## src/rtl/textbuf_pkg.sv

```systemverilog
// Shared constants, width helpers, register offsets and FSM state type for the
// text-buffer write side.
package textbuf_pkg;

  localparam int DEF_CHARSET = 20;
  localparam int DEF_COLS    = 80;
  localparam int DEF_ROWS    = 60;
  localparam int DEF_CELLS   = DEF_COLS * DEF_ROWS;

  // Byte offsets of the control registers (paddr[15] = 1 selects this window)
  localparam logic [15:0] REG_CURSOR = 16'h8000;
  localparam logic [15:0] REG_DATA   = 16'h8004;
  localparam logic [15:0] REG_FILL   = 16'h8008;

  typedef enum logic [1:0] {
    ST_IDLE,
    ST_ACCESS,
    ST_RDWAIT,
    ST_DONE
  } state_e;

  function automatic int addr_width(input int cols, input int rows);
    return $clog2(cols * rows);
  endfunction

  function automatic int char_width(input int count);
    return $clog2(count);
  endfunction

endpackage

```

## src/rtl/textbuf_fill_engine.sv

```systemverilog
// Background screen-fill engine: walks every cell once, writing one glyph per
// granted RAM cycle, then drops busy.
module textbuf_fill_engine #(
  parameter int A_W   = 13,
  parameter int CH_W  = 5,
  parameter int CELLS = 4800
) (
  input  logic            clk,
  input  logic            rstn,
  input  logic            start_i,
  input  logic [CH_W-1:0] char_i,
  input  logic            grant_i,
  output logic            busy_o,
  output logic [A_W-1:0]  addr_o,
  output logic [CH_W-1:0] wdata_o
);

  logic            busy_q;
  logic [A_W-1:0]  cnt_q;
  logic [CH_W-1:0] char_q;
  logic            last_cell;

  assign last_cell = (cnt_q == A_W'(CELLS - 1));

  // Load on start, advance one cell per granted cycle, finish after the last cell.
  // NOTE: state registers use non-blocking assignments so every flop samples
  // pre-edge values; blocking here would create order-dependent simulation.
  always_ff @(posedge clk or negedge rstn) begin
    if (!rstn) begin
      busy_q <= 1'b0;
      cnt_q  <= '0;
      char_q <= '0;
    end else if (start_i) begin
      busy_q <= 1'b1;
      cnt_q  <= '0;
      char_q <= char_i;
    end else if (busy_q && grant_i) begin
      if (last_cell) begin
        busy_q <= 1'b0;
        cnt_q  <= '0;
      end else begin
        cnt_q <= cnt_q + A_W'(1);
      end
    end
  end

  assign busy_o  = busy_q;
  assign addr_o  = cnt_q;
  assign wdata_o = char_q;

endmodule

```

## src/rtl/apb_textbuf_writer.sv

```systemverilog
// APB3 completer owning the write side of the character text buffer: direct
// cell access, cursor auto-increment DATA port and a background fill engine,
// all sharing one RAM port that the VGA scanner can claim every cycle.
module apb_textbuf_writer
  import textbuf_pkg::*;
#(
  parameter int CHARACTER_SET_COUNT = DEF_CHARSET,
  parameter int COLS                = DEF_COLS,
  parameter int ROWS                = DEF_ROWS,
  parameter int APB_ADDR_W          = 16,
  parameter int CELLS               = COLS * ROWS,
  parameter int A_W                 = addr_width(COLS, ROWS),
  parameter int CH_W                = char_width(CHARACTER_SET_COUNT)
) (
  input  logic                  clk,
  input  logic                  rstn,
  input  logic                  psel,
  input  logic                  penable,
  input  logic                  pwrite,
  input  logic [APB_ADDR_W-1:0] paddr,
  input  logic [31:0]           pwdata,
  output logic [31:0]           prdata,
  output logic                  pready,
  output logic                  pslverr,
  input  logic                  scan_req,
  output logic                  buf_en,
  output logic                  buf_we,
  output logic [A_W-1:0]        buf_addr,
  output logic [CH_W-1:0]       buf_wdata,
  input  logic [CH_W-1:0]       buf_rdata,
  output logic                  busy
);

  state_e          state_q;
  logic [31:0]     prdata_q;
  logic            pready_q;
  logic            pslverr_q;
  logic [A_W-1:0]  cursor_q;
  logic [A_W-1:0]  addr_q;
  logic [CH_W-1:0] wdata_q;
  logic            we_q;
  logic            data_q;
  logic            fill_pend_q;

  logic            fill_busy;
  logic [A_W-1:0]  fill_addr;
  logic [CH_W-1:0] fill_wdata;
  logic            fill_start;
  logic            fill_grant;

  // Address decode of the current APB request
  logic [12:0]     cell_idx;
  logic            is_reg;
  logic            sel_cur;
  logic            sel_data;
  logic            sel_fill;
  logic            cell_ok;
  logic            cur_val_ok;
  logic            dec_ram;
  logic            dec_err;
  logic            apb_start;
  logic            apb_req;
  logic            apb_we;
  logic            apb_grant;
  logic [A_W-1:0]  next_cursor;
  logic            unused_bits;

  assign cell_idx    = paddr[14:2];
  assign is_reg      = paddr[15];
  assign sel_cur     = is_reg && (paddr[14:2] == REG_CURSOR[14:2]);
  assign sel_data    = is_reg && (paddr[14:2] == REG_DATA[14:2]);
  assign sel_fill    = is_reg && (paddr[14:2] == REG_FILL[14:2]);
  assign cell_ok     = ({19'd0, cell_idx} < 32'(CELLS));
  assign cur_val_ok  = (32'(pwdata[A_W-1:0]) < 32'(CELLS));
  assign next_cursor = (cursor_q == A_W'(CELLS - 1)) ? '0 : cursor_q + A_W'(1);
  assign unused_bits = ^{paddr, pwdata};

  // Classify the request: RAM operation, register access or error.
  // NOTE: every output gets a default first so no path leaves a value held,
  // which would otherwise infer a latch.
  always_comb begin
    dec_ram = 1'b0;
    dec_err = 1'b0;
    if (!is_reg) begin
      dec_ram = cell_ok && !fill_busy;
      dec_err = !cell_ok || fill_busy;
    end else if (sel_data) begin
      dec_ram = !fill_busy;
      dec_err = fill_busy;
    end else if (sel_cur) begin
      dec_err = pwrite && !cur_val_ok;
    end else if (sel_fill) begin
      dec_err = pwrite && fill_busy;
    end else begin
      dec_err = 1'b1;
    end
  end

  // RAM port arbitration: scanner first, then the CPU access, then the fill engine
  assign apb_start  = (state_q == ST_IDLE) && psel && penable;
  assign apb_req    = (apb_start && dec_ram) || (state_q == ST_ACCESS);
  assign apb_we     = (state_q == ST_ACCESS) ? we_q : pwrite;
  assign apb_grant  = apb_req && !scan_req;
  assign fill_grant = fill_busy && !apb_req && !scan_req;
  assign fill_start = (state_q == ST_DONE) && fill_pend_q;

  assign buf_en    = apb_grant || fill_grant;
  assign buf_we    = (apb_grant && apb_we) || fill_grant;
  assign buf_addr  = apb_req ? addr_q : fill_addr;
  assign buf_wdata = apb_req ? wdata_q : fill_wdata;

  textbuf_fill_engine #(
    .A_W   (A_W),
    .CH_W  (CH_W),
    .CELLS (CELLS)
  ) u_fill (
    .clk     (clk),
    .rstn    (rstn),
    .start_i (fill_start),
    .char_i  (wdata_q),
    .grant_i (fill_grant),
    .busy_o  (fill_busy),
    .addr_o  (fill_addr),
    .wdata_o (fill_wdata)
  );

  // Owner FSM: decodes transfers, completes RAM cycles, registers the APB response
  always_ff @(posedge clk or negedge rstn) begin
    if (!rstn) begin
      state_q     <= ST_IDLE;
      prdata_q    <= '0;
      pready_q    <= 1'b0;
      pslverr_q   <= 1'b0;
      cursor_q    <= '0;
      addr_q      <= '0;
      wdata_q     <= '0;
      we_q        <= 1'b0;
      data_q      <= 1'b0;
      fill_pend_q <= 1'b0;
    end else begin
      unique case (state_q)
        ST_IDLE: begin
          // Setup phase captures the RAM target so the access phase can issue at once
          if (psel) begin
            addr_q  <= is_reg ? cursor_q : A_W'(cell_idx);
            wdata_q <= pwdata[CH_W-1:0];
          end
          if (apb_start) begin
            we_q     <= pwrite;
            data_q   <= is_reg;
            prdata_q <= '0;
            if (dec_err) begin
              pslverr_q <= 1'b1;
              pready_q  <= 1'b1;
              state_q   <= ST_DONE;
            end else if (dec_ram) begin
              if (scan_req) begin
                state_q <= ST_ACCESS;
              end else if (pwrite) begin
                if (is_reg) cursor_q <= next_cursor;
                pready_q <= 1'b1;
                state_q  <= ST_DONE;
              end else begin
                state_q <= ST_RDWAIT;
              end
            end else begin
              pready_q <= 1'b1;
              state_q  <= ST_DONE;
              if (sel_cur) begin
                if (pwrite) cursor_q <= pwdata[A_W-1:0];
                else        prdata_q <= 32'(cursor_q);
              end else begin
                if (pwrite) fill_pend_q <= 1'b1;
                else        prdata_q    <= 32'(fill_busy);
              end
            end
          end
        end
        ST_ACCESS: begin
          if (!scan_req) begin
            if (we_q) begin
              if (data_q) cursor_q <= next_cursor;
              pready_q <= 1'b1;
              state_q  <= ST_DONE;
            end else begin
              state_q <= ST_RDWAIT;
            end
          end
        end
        ST_RDWAIT: begin
          prdata_q <= 32'(buf_rdata);
          pready_q <= 1'b1;
          state_q  <= ST_DONE;
        end
        ST_DONE: begin
          pready_q    <= 1'b0;
          pslverr_q   <= 1'b0;
          fill_pend_q <= 1'b0;
          state_q     <= ST_IDLE;
        end
        default: state_q <= ST_IDLE;
      endcase
    end
  end

  assign prdata  = prdata_q;
  assign pready  = pready_q;
  assign pslverr = pslverr_q;
  assign busy    = fill_busy;

endmodule

```

## config.mk

```make
export PLATFORM = sky130hd
export DESIGN_NAME = apb_textbuf_writer
export DESIGN_NICKNAME = d
export VERILOG_FILES = /design/src/rtl/textbuf_pkg.sv /design/src/rtl/textbuf_fill_engine.sv /design/src/rtl/apb_textbuf_writer.sv
export SDC_FILE = /design/constraint.sdc
export NUM_CORES = 1
export LEC_CHECK = 0
export BUFFER_PORTS_ARGS = -buffer_cell sky130_fd_sc_hd__buf_2
export CELL_PAD_IN_SITES_DETAIL_PLACEMENT = 1
export CELL_PAD_IN_SITES_GLOBAL_PLACEMENT = 2
export CORE_ASPECT_RATIO = 0.75
export CORE_MARGIN = 10
export CORE_UTILIZATION = 32
export CTS_CLUSTER_SIZE = 12
export DETAILED_ROUTE_END_ITERATION = 10
export PLACE_DENSITY_LB_ADDON = 0.08
export SETUP_SLACK_MARGIN = 0.3
export SLEW_MARGIN = 15
export SYNTH_ARGS = -nofsm -noshare
export SYNTH_HDL_FRONTEND = slang
export SYNTH_SLANG_ARGS = --single-unit
```

## constraint.sdc

```tcl
create_clock -name clk -period 3.4 [get_ports clk]
set_input_delay 0.68 -clock clk [delete_from_list [all_inputs] [get_ports clk]]
set_output_delay 0.68 -clock clk [all_outputs]
set_load 0.1 [all_outputs]
```

Yosys cells after proc, flatten, opt, wreduce, memory -nomap -nowiden --
Cells that the tools add are included.
Storage, ports and cells: bits in registers 89, input bits 59, output and inout port bits 55, word-level logic and storage cells 138
Operators by class: $add $sub $neg 2, $lt $le $gt $ge 2, eq/ne operators 21, muxes and demuxes 60, reduce and logical (&&, ||, !) cells 40
Operators with widths (count):
- $mux 13 | 18
- $mux 32 | 4
- $pmux 32 s2 | 1
- $add 13x1->13 const B | 2
- $eq 13x13->1 const B | 2
- $lt 13x13->1 const B | 2
- $mux 1 | 26
- $pmux 13 s2 | 1
- $ne 2x2->1 const B | 9
- $logic_and 1x1->1 | 15
- $eq 13x1->1 const B | 1
- $eq 13x2->1 const B | 1
- $logic_not 13->1 | 1
- $mux 2 | 5
- $reduce_and 10->1 | 1
- $reduce_and 2->1 | 5
- $reduce_bool 2->1 | 5
- $ne 3x3->1 const B | 3
- $ne 4x4->1 const B | 2
- $pmux 2 s4 | 1
- $reduce_and 6->1 | 1
- $logic_not 1->1 | 5
- $mux 5 | 1
- $reduce_and 5->1 | 1
- other kinds (7) | 12

Depth between registers and ports, before layout --
Gate-level depths: netlist (run 1).
depth in word-level cells 12, depth in mapped cells 9, gate-level depth less buffers 8

By module --
Synthesis (run 1) repeated with hierarchy kept, for this count alone.
Second synthesis, totals: cells, all modules 442, area, all modules 4435.5 um^2
By module, submodules not included:
- apb_textbuf_writer | times used 1, cells each 355, area an instance 3490.8 um^2, seq. area each 1276.2 um^2
- textbuf_fill_engine | times used 1, cells each 87, area an instance 944.7 um^2, seq. area each 475.5 um^2

Worst setup path after synthesis (run 1) --
Ideal clock, no wire load.
path kind input to output, from in paddr[11], to out buf_we, arrival 4563 ps, required time 2720 ps, setup slack -1843 ps, stages on the path 7, path buffers 1, path through or4_4 or2_1 o21ai_0 a31o_2 buf_2 nor2_1 a211oi_1
Between the ends: longest elaborated chain between the ends 10, elaborated cells on any way between the ends 14, those cells by class order compare (1); eq/ne (1); mux (2); reduce/logical (10)
RTL lines:
- start, declared | line apb_textbuf_writer.sv:20 | input logic [APB_ADDR_W-1:0] paddr,
- parallel branches: the longest is 3 deep, another holds $lt 13x13->1
- $mux 1 * | line apb_textbuf_writer.sv:84 | if (!is_reg) begin
- $logic_and 1x1->1 * | line apb_textbuf_writer.sv:101 | assign apb_req = (apb_start && dec_ram) || (state_q == ST_ACCESS);
- $logic_or 1x1->1 * | line apb_textbuf_writer.sv:101
- $logic_not 1->1 | line apb_textbuf_writer.sv:104 | assign fill_grant = fill_busy && !apb_req && !scan_req;
- $logic_and 1x1->1 (2 in series) | line apb_textbuf_writer.sv:104
- $logic_or 1x1->1 * | line apb_textbuf_writer.sv:108 | assign buf_we = (apb_grant && apb_we) || fill_grant;
- end, declared | line apb_textbuf_writer.sv:27 | output logic buf_we,
Every way passes the cells marked *.

Final worst setup path (run 1) --
from in paddr[12], to out buf_addr[8]
Between the ends: longest elaborated chain between the ends 7, elaborated cells on any way between the ends 9, those cells by class order compare (1); eq/ne (1); mux (3); reduce/logical (4)
RTL lines:
- parallel branches: the longest is 3 deep, another holds $lt 13x13->1
- $mux 1 * | line apb_textbuf_writer.sv:84
- $logic_and 1x1->1 * | line apb_textbuf_writer.sv:101
- $logic_or 1x1->1 * | line apb_textbuf_writer.sv:101
- $mux 13 * | line apb_textbuf_writer.sv:109 | assign buf_addr = apb_req ? addr_q : fill_addr;
- end, declared | line apb_textbuf_writer.sv:28 | output logic [A_W-1:0] buf_addr,
Marked as above.

==> reports/qor.csv, run 1 <==
metric,value,unit
status,"finished, final reports clean",
Yosys warnings,0,
largest family of logic cells by synthesized area,simple AND/OR/NAND/NOR gates,
DR WL/cell,19.9,um
mux contribution to synthesized area,14.8,%
f_max,297,MHz
Mean Syn Cell Area,9.42,um^2
switching power,3.03,mW
crit share post-route,98.9,%
"commonest cells after routing, fill and taps aside","dfrtp_1 (70), nand2_1 (53), buf_2 (51), nor2_1 (36), mux2i_1 (27)",
CP Class,input pin to primary output,
Post-synth EDFFs,0,
DRC,0,
share of cells above drive strength 1,28.8,%
vias in the first global route,3855,
grt met3 use,4.14,%
GRT Overall Usage,15.5,%
"commonest non-fill, non-tap cell in the layout",dfrtp_1,
PortBufs,73,
Hold Worst Slack,432,ps
diode count,0,
initial drt markers,169,
Synth Area in Compound Gates,14.0,%
Initial DRT Pass Iterations,4,
crit end category,primary output,
gpl congestion,0.870,
clock tree buffer depth,2,
RSZ-0062 raised after global routing,true,
synth top area cells,"dfrtp_1 (42%), mux2_2 (8.4%), mux2i_1 (6.5%)",
GR peak layer,met2,
clock root cell,clkbuf_16,
"Req. time, crit path",2720,ps
"Max FO, Critical Path",8,
Post-DP HPWL,10.8,mm
Fin Clk Skew,8.07,ps
R2R Setup Slk,880,ps
simple-gate share of the synthesized area,18.0,%
initial core utilization,32.4,%
via count,3552,
Worst EP arrival,2680,ps
clock slew at reported path FFs,60,ps
CP Launch Point,paddr[12],
Int Pwr,2.95,mW
placed insts,684,
cts hold-fix bufs,0,
GR Util met2,22.7,%
max_slew headroom,35.4,%
global-route wire length before repair,22.8,mm
final wirelength,14.1,mm
H-Tree Depth,3,
reg2reg end,cursor_q[8],
ys async rst share,100,%
Post-Synthesis Cell Area,0.00417,mm^2
vias per std cell,5.04,
Critical Path Sink,buf_addr[8],
register area share after synthesis,42.0,%
core area,0.0129,mm^2
CTS tree,yes,
row cnt,36,
Max IR drop VDD,712,uV
Tmin final,3360,ps
"Slew Viols, Final",0,
leakage,2.57,nW
Overflow after GRT,0,
area growth from synthesis to layout,31.5,%
# nets final,595,
Clk pwr share,14.3,%
dominant cell type by area after synthesis,dfrtp_1,
synthesized-area fraction occupied by adder cells,2.10,%
Placed Area,0.00510,mm^2
pin count of the biggest net entering global routing,41,
grt met1 use,22.1,%
worst min path class,input pin to async pin,
RR Startpoint,state_q[1],
Die Height,119,um
Synth Area in XOR/XNOR,1.68,%
Mapped Cells,443,
Reg power frac,25.2,%
CTS buffer count,9,
die area,0.0181,mm^2
Slew @ Worst Pin,966,ps
clock latency on the worst-skew pair,330,ps
final cell count without fillers,705,
initial antenna violation count,0,
pwr dens,1090,mW/mm^2
max cap viols,0,
Comb power frac,60.5,%
"antenna viol nets, final",0,
Synth Register Bits,70,
I/O Pins,114,
Sink Count,70,
ys flop type,dfrtp_1,
# setup viols final,0,
DIE WIDTH,152,um
reg2reg path depth,6,
Netlist cell types,57,
Worst setup SP type,input pin,
final instance area,0.00549,mm^2
area share of the largest cell type after synthesis,42.0,%
sw frac,50.7,%
final hold vios,0,
## worst max-delay path, cell delays in order
cell     delay [ps]
buf_8           100
or4_4           540
or2_1           250
o21ai_2         180
a31o_4          270
buf_12          160
mux2_4          320
buf_12          170
## final cells by class
type | count | area [um^2]
clock buffer | 12 | 236
clock inverter | 4 | 23.8
fill | 1485 | 7390
inverter | 19 | 71.3
multi-input combinational | 334 | 2290
sequential | 70 | 1750
tap | 171 | 214
timing repair buffer | 95 | 900
## cell usage after synthesis (all sizes together) (4+ instances only)
| cell type | count |
|---|---|
| dfrtp | 70 |
| nand2 | 53 |
| nor2 | 39 |
| mux2 | 31 |
| o21ai | 28 |
| buf | 27 |
| mux2i | 27 |
| nand3 | 23 |
| inv | 19 |
| a211oi | 11 |
| clkbuf | 11 |
| a21oi | 8 |
| nor3 | 8 |
| ha | 7 |
| o22ai | 7 |
| a221oi | 6 |
| nand4 | 6 |
| xor2 | 6 |
| or2 | 5 |
| a21o | 4 |
| and3 | 4 |
## power by group through the flow
stage / logic [mW] / registers, mW / clock network (mW)
after CTS: 3.65 / 1.51 / 0.877
after global placement: 3.47 / 1.50 / 0
after global routing: 3.85 / 1.56 / 0.937
after detailed placement: 3.53 / 1.52 / 0
after floorplan: 2.25 / 1.65 / 0
final: 3.62 / 1.50 / 0.856
## worst min-delay path by stage
stage / endpoint / slack, ps / cells after the start
floorplan: addr_q[0] / 380 / 0
global placement: prdata[7] / 450 / 2
detailed placement: prdata[11] / 450 / 2
CTS: prdata[10] / 460 / 1
global route: prdata[10] / 470 / 1
finish: prdata[10] / 430 / 1
## cell families after synthesis
kind of cell,Yosys count
buf+inv,57
fa+ha+maj,7
simple gates,158
mux,58
xor+xnor,8
other cells,1
compound gates,84
flops,70
## what timing repair did
action                                  CTS  global route
endpoints found under the setup margin   20            20
pin swaps                                 4             4
gates cloned                              1             0
resized for setup                        15             1
setup buffers                             2             2
## state kept, by name (all words and copies together), names as in the netlist, 2 cells and up
register	count
u_fill.wdata_o	5
prdata	13
wdata_q	5
addr_q	13
u_fill.addr_o	13
cursor_q	13
state_q	2
## metrics by stage
step | util [%] | setup WS, ps | power [mW] | setup TNS (ps)
global route | 42.6 | -22.0 | 6.35 | -149
floorplan | - | -138 | 3.90 | -246
CTS | 42.5 | 4.83 | 6.03 | 0
detailed placement | 39.6 | -9.51 | 5.05 | -20.6
global placement | 39.6 | 10.9 | 4.97 | 0
finish | 42.6 | 36.1 | 5.98 | 0
## routing by layer
layer	vias to the layer above	routed length [um]
met5	-	0
met2	77	6130
li1	1716	-
met1	1755	7240
met3	4	615
met4	0	85
Power figures use the tool's default switching activity.
==> run 2, diff against run 1 <==
Settings changed: CORE_UTILIZATION 32 to 33, SYNTH_HIERARCHICAL from default to 1.
==> run 2 against run 1 <==
Maximum frequency increased by 9.6%. Power increased by 6.9%. Clock skew decreased by 0.59 ps. Worst hold slack got worse by 52 ps. First-iteration DRC count decreased by 1.2%. Via count increased by 1.9%. Global-route usage decreased by 0.55 points. Wire length decreased by 0.48%. Die area increased by 2.6%. Combinational power increased by 5.8%. Non-clock buffer count increased by 1. Worst setup slack improved by 300 ps.
==> reports/qor.csv, run 2 <==
metric,value,unit
status,"finished, final reports clean",
"Slew Viols, Final",0,
"Req. time, crit path",2720,ps
Synth Register Bits,70,
Worst EP arrival,2390,ps
Sink Count,70,
Critical Path Sink,buf_addr[11],
final hold vios,0,
PortBufs,73,
# fillers,1471,
Reg power frac,23.1,%
"slowest stage delay, CP",340,ps
area growth from synthesis to layout,29.8,%
setup_tns,0,ps
Overflow after GRT,0,
worst min path class,input pin to async pin,
DR WL/cell,20.0,um
diode count,0,
synth top area cells,"dfrtp_1 (39%), mux2_4 (6.4%), nor2_1 (3.7%)",
CP Launch Point,paddr[10],
# nets final,590,
clock latency on the worst-skew pair,330,ps
Post-Synthesis Cell Area,0.00444,mm^2
CP max stage cell,nor4_4,
crit end category,primary output,
initial core utilization,34.0,%
Post-DP HPWL,10.5,mm
share of cells above drive strength 1,34.9,%
core area,0.0131,mm^2
f_max,326,MHz
# setup viols final,0,
initial drt markers,167,
CTS buffer count,9,
Initial DRT Pass Iterations,4,
switching power,3.12,mW
synth cell count leaders,"dfrtp_1 (70), nor2_1 (44), nand2_1 (39)",
area share of the largest cell type after synthesis,39.5,%
RSZ-0062 raised after global routing,true,
clock slew at reported path FFs,60,ps
H-Tree Depth,3,
CTS tree,yes,
R2R Setup Slk,970,ps
vias in the first global route,3920,
cts hold-fix bufs,0,
"antenna viol nets, final",0,
Worst setup SP type,input pin,
clock tree buffer depth,2,
"commonest non-fill, non-tap cell in the layout",dfrtp_1,
GRT Overall Usage,14.9,%
Slew @ Worst Pin,693,ps
initial antenna violation count,0,
die area,0.0185,mm^2
Mapped Cells,442,
Comb power frac,59.9,%
RR Startpoint,state_q[0],
register area share after synthesis,39.5,%
clock root cell,clkbuf_16,
gpl congestion,0.816,
critical path cell sequence,buf_12 -> nor4_4 -> nand4_2 -> a21oi_4 -> a21oi_4 -> buf_6 -> clkbuf_16 -> mux2_4 -> buf_12,
CP Class,input pin to primary output,
ys flop type,dfrtp_1,
"commonest cells after routing, fill and taps aside","dfrtp_1 (69), buf_2 (48), nor2_1 (44), nand2_1 (38), a21oi_1 (30)",
pin count of the biggest net entering global routing,48,
final wirelength,14.0,mm
DRC,0,
pwr dens,1110,mW/mm^2
via count,3618,
sw frac,48.9,%
row cnt,36,
Int Pwr,3.27,mW
Tmin final,3070,ps
Fin Clk Skew,7.48,ps
Max IR drop VDD,1090,uV
Netlist cell types,71,
max cap viols,0,
Post-synth EDFFs,0,
Clk pwr share,17.0,%
final core utilization,44.1,%
Hold Worst Slack,380,ps
I/O Pins,114,
most frequent cell after synthesis,dfrtp_1,
reg2reg path depth,7,
dominant cell type by area after synthesis,dfrtp_1,
leakage,2.59,nW
DIE WIDTH,154,um
ys async rst share,100,%
global-route wire length before repair,22.3,mm
crit share post-route,90.2,%
reg2reg end,u_fill/addr_o[10],
max_slew headroom,53.8,%
Die Height,120,um
Mean Syn Cell Area,10.0,um^2
"Max FO, Critical Path",5,
Yosys warnings,6,
vias per std cell,5.16,
==> run 2: changes by cell type in the layout (fill, tap and decap cells not counted), moves of 6 or more <==
cell / change
a21oi_1: +22
a21oi_2: +7
a211oi_1: -8
nand3_1: -7
nor3_2: +6
o21ai_0: -19
mux2i_1: -13
nand2_1: -15
nor2_1: +8
==> run 2: metrics by stage <==
step | worst slack (ps) | total power [mW] | instances | area, um^2
global route | 290 | 6.75 | 701 | 5760
finish | 332 | 6.39 | 701 | 5760
global placement | 383 | 5.11 | 673 | 5210
floorplan | 40.4 | 4.10 | 460 | 4520
CTS | 300 | 6.42 | 697 | 5680
detailed placement | 357 | 5.17 | 673 | 5210
==> run 2: logic make-up (layout without fill, tap and decap cells) <==
logic type | after synthesis | count (layout) | share of synthesized area [%]
mux | 47 | 47 | 13.1
xor+xnor | 9 | 9 | 1.78
fa+ha+maj | 6 | 6 | 1.69
buf+inv | 60 | 130 | 8.15
compound gates | 95 | 95 | 16.5
simple gates | 154 | 154 | 19.2
flops | 70 | 70 | 39.5
other cells | 1 | 19 | 0.0845
==> run 2: layout make-up <==
cell class	instances	area (um^2)	share of cell area, %
clock buffers	10	229	3.98
clock inverters	6	111	1.93
inverters	18	67.6	1.17
multi-input cells	330	2420	42.0
flip-flops and latches	70	1750	30.5
well taps	171	214	3.72
repair buffers	96	965	16.8
==> run 2: worst max-delay path: cells and delay by family <==
kind / cells / cell delay, ps
buffers and inverters: 4 / 590
AO/OA/AOI/OAI: 2 / 280
AND/OR/NAND/NOR: 2 / 520
multiplexers: 1 / 310
==> run 2: how the worst min path moves through the flow <==
stage	from	slack [ps]	endpoint	cells after the start
CTS	prdata[11]	480	prdata[11]	2
global route	rstn	420	u_fill/addr_o[5]	1
finish	rstn	380	u_fill/wdata_o[2]	1
detailed placement	prdata[11]	460	prdata[11]	2
global placement	prdata[5]	450	prdata[5]	2
floorplan	rstn	380	addr_q[0]	0
==> run 2: repair_timing <==
| item | 4_1_cts | 5_1_grt |
|---|---|---|
| resized for setup | 9 | 7 |
| pin swaps | 7 | 6 |
| gates cloned | 2 | 1 |
| setup buffers | 6 | 3 |
| endpoints found under the setup margin | 3 | 20 |
| endpoints found under the hold margin | 0 | 0 |
==> run 2: power groups by stage <==
| stage | logic [mW] | clock network, mW | registers (mW) |
|---|---|---|---|
| after floorplan | 2.46 | 0 | 1.64 |
| after global placement | 3.62 | 0 | 1.49 |
| after detailed placement | 3.67 | 0 | 1.50 |
| after CTS | 3.82 | 1.12 | 1.48 |
| after global routing | 4.06 | 1.17 | 1.53 |
| final | 3.83 | 1.09 | 1.47 |
==> run 2: per-layer routing <==
| metal | vias to the layer above | global-route usage [%] | wire length (um) |
|---|---|---|---|
| met4 | 0 | 3.42 | 92 |
| li1 | 1721 | - | - |
| met2 | 90 | 23.4 | 6420 |
| met3 | 8 | 4.39 | 790 |
| met1 | 1799 | 19.9 | 6690 |
| met5 | - | 0 | 0 |
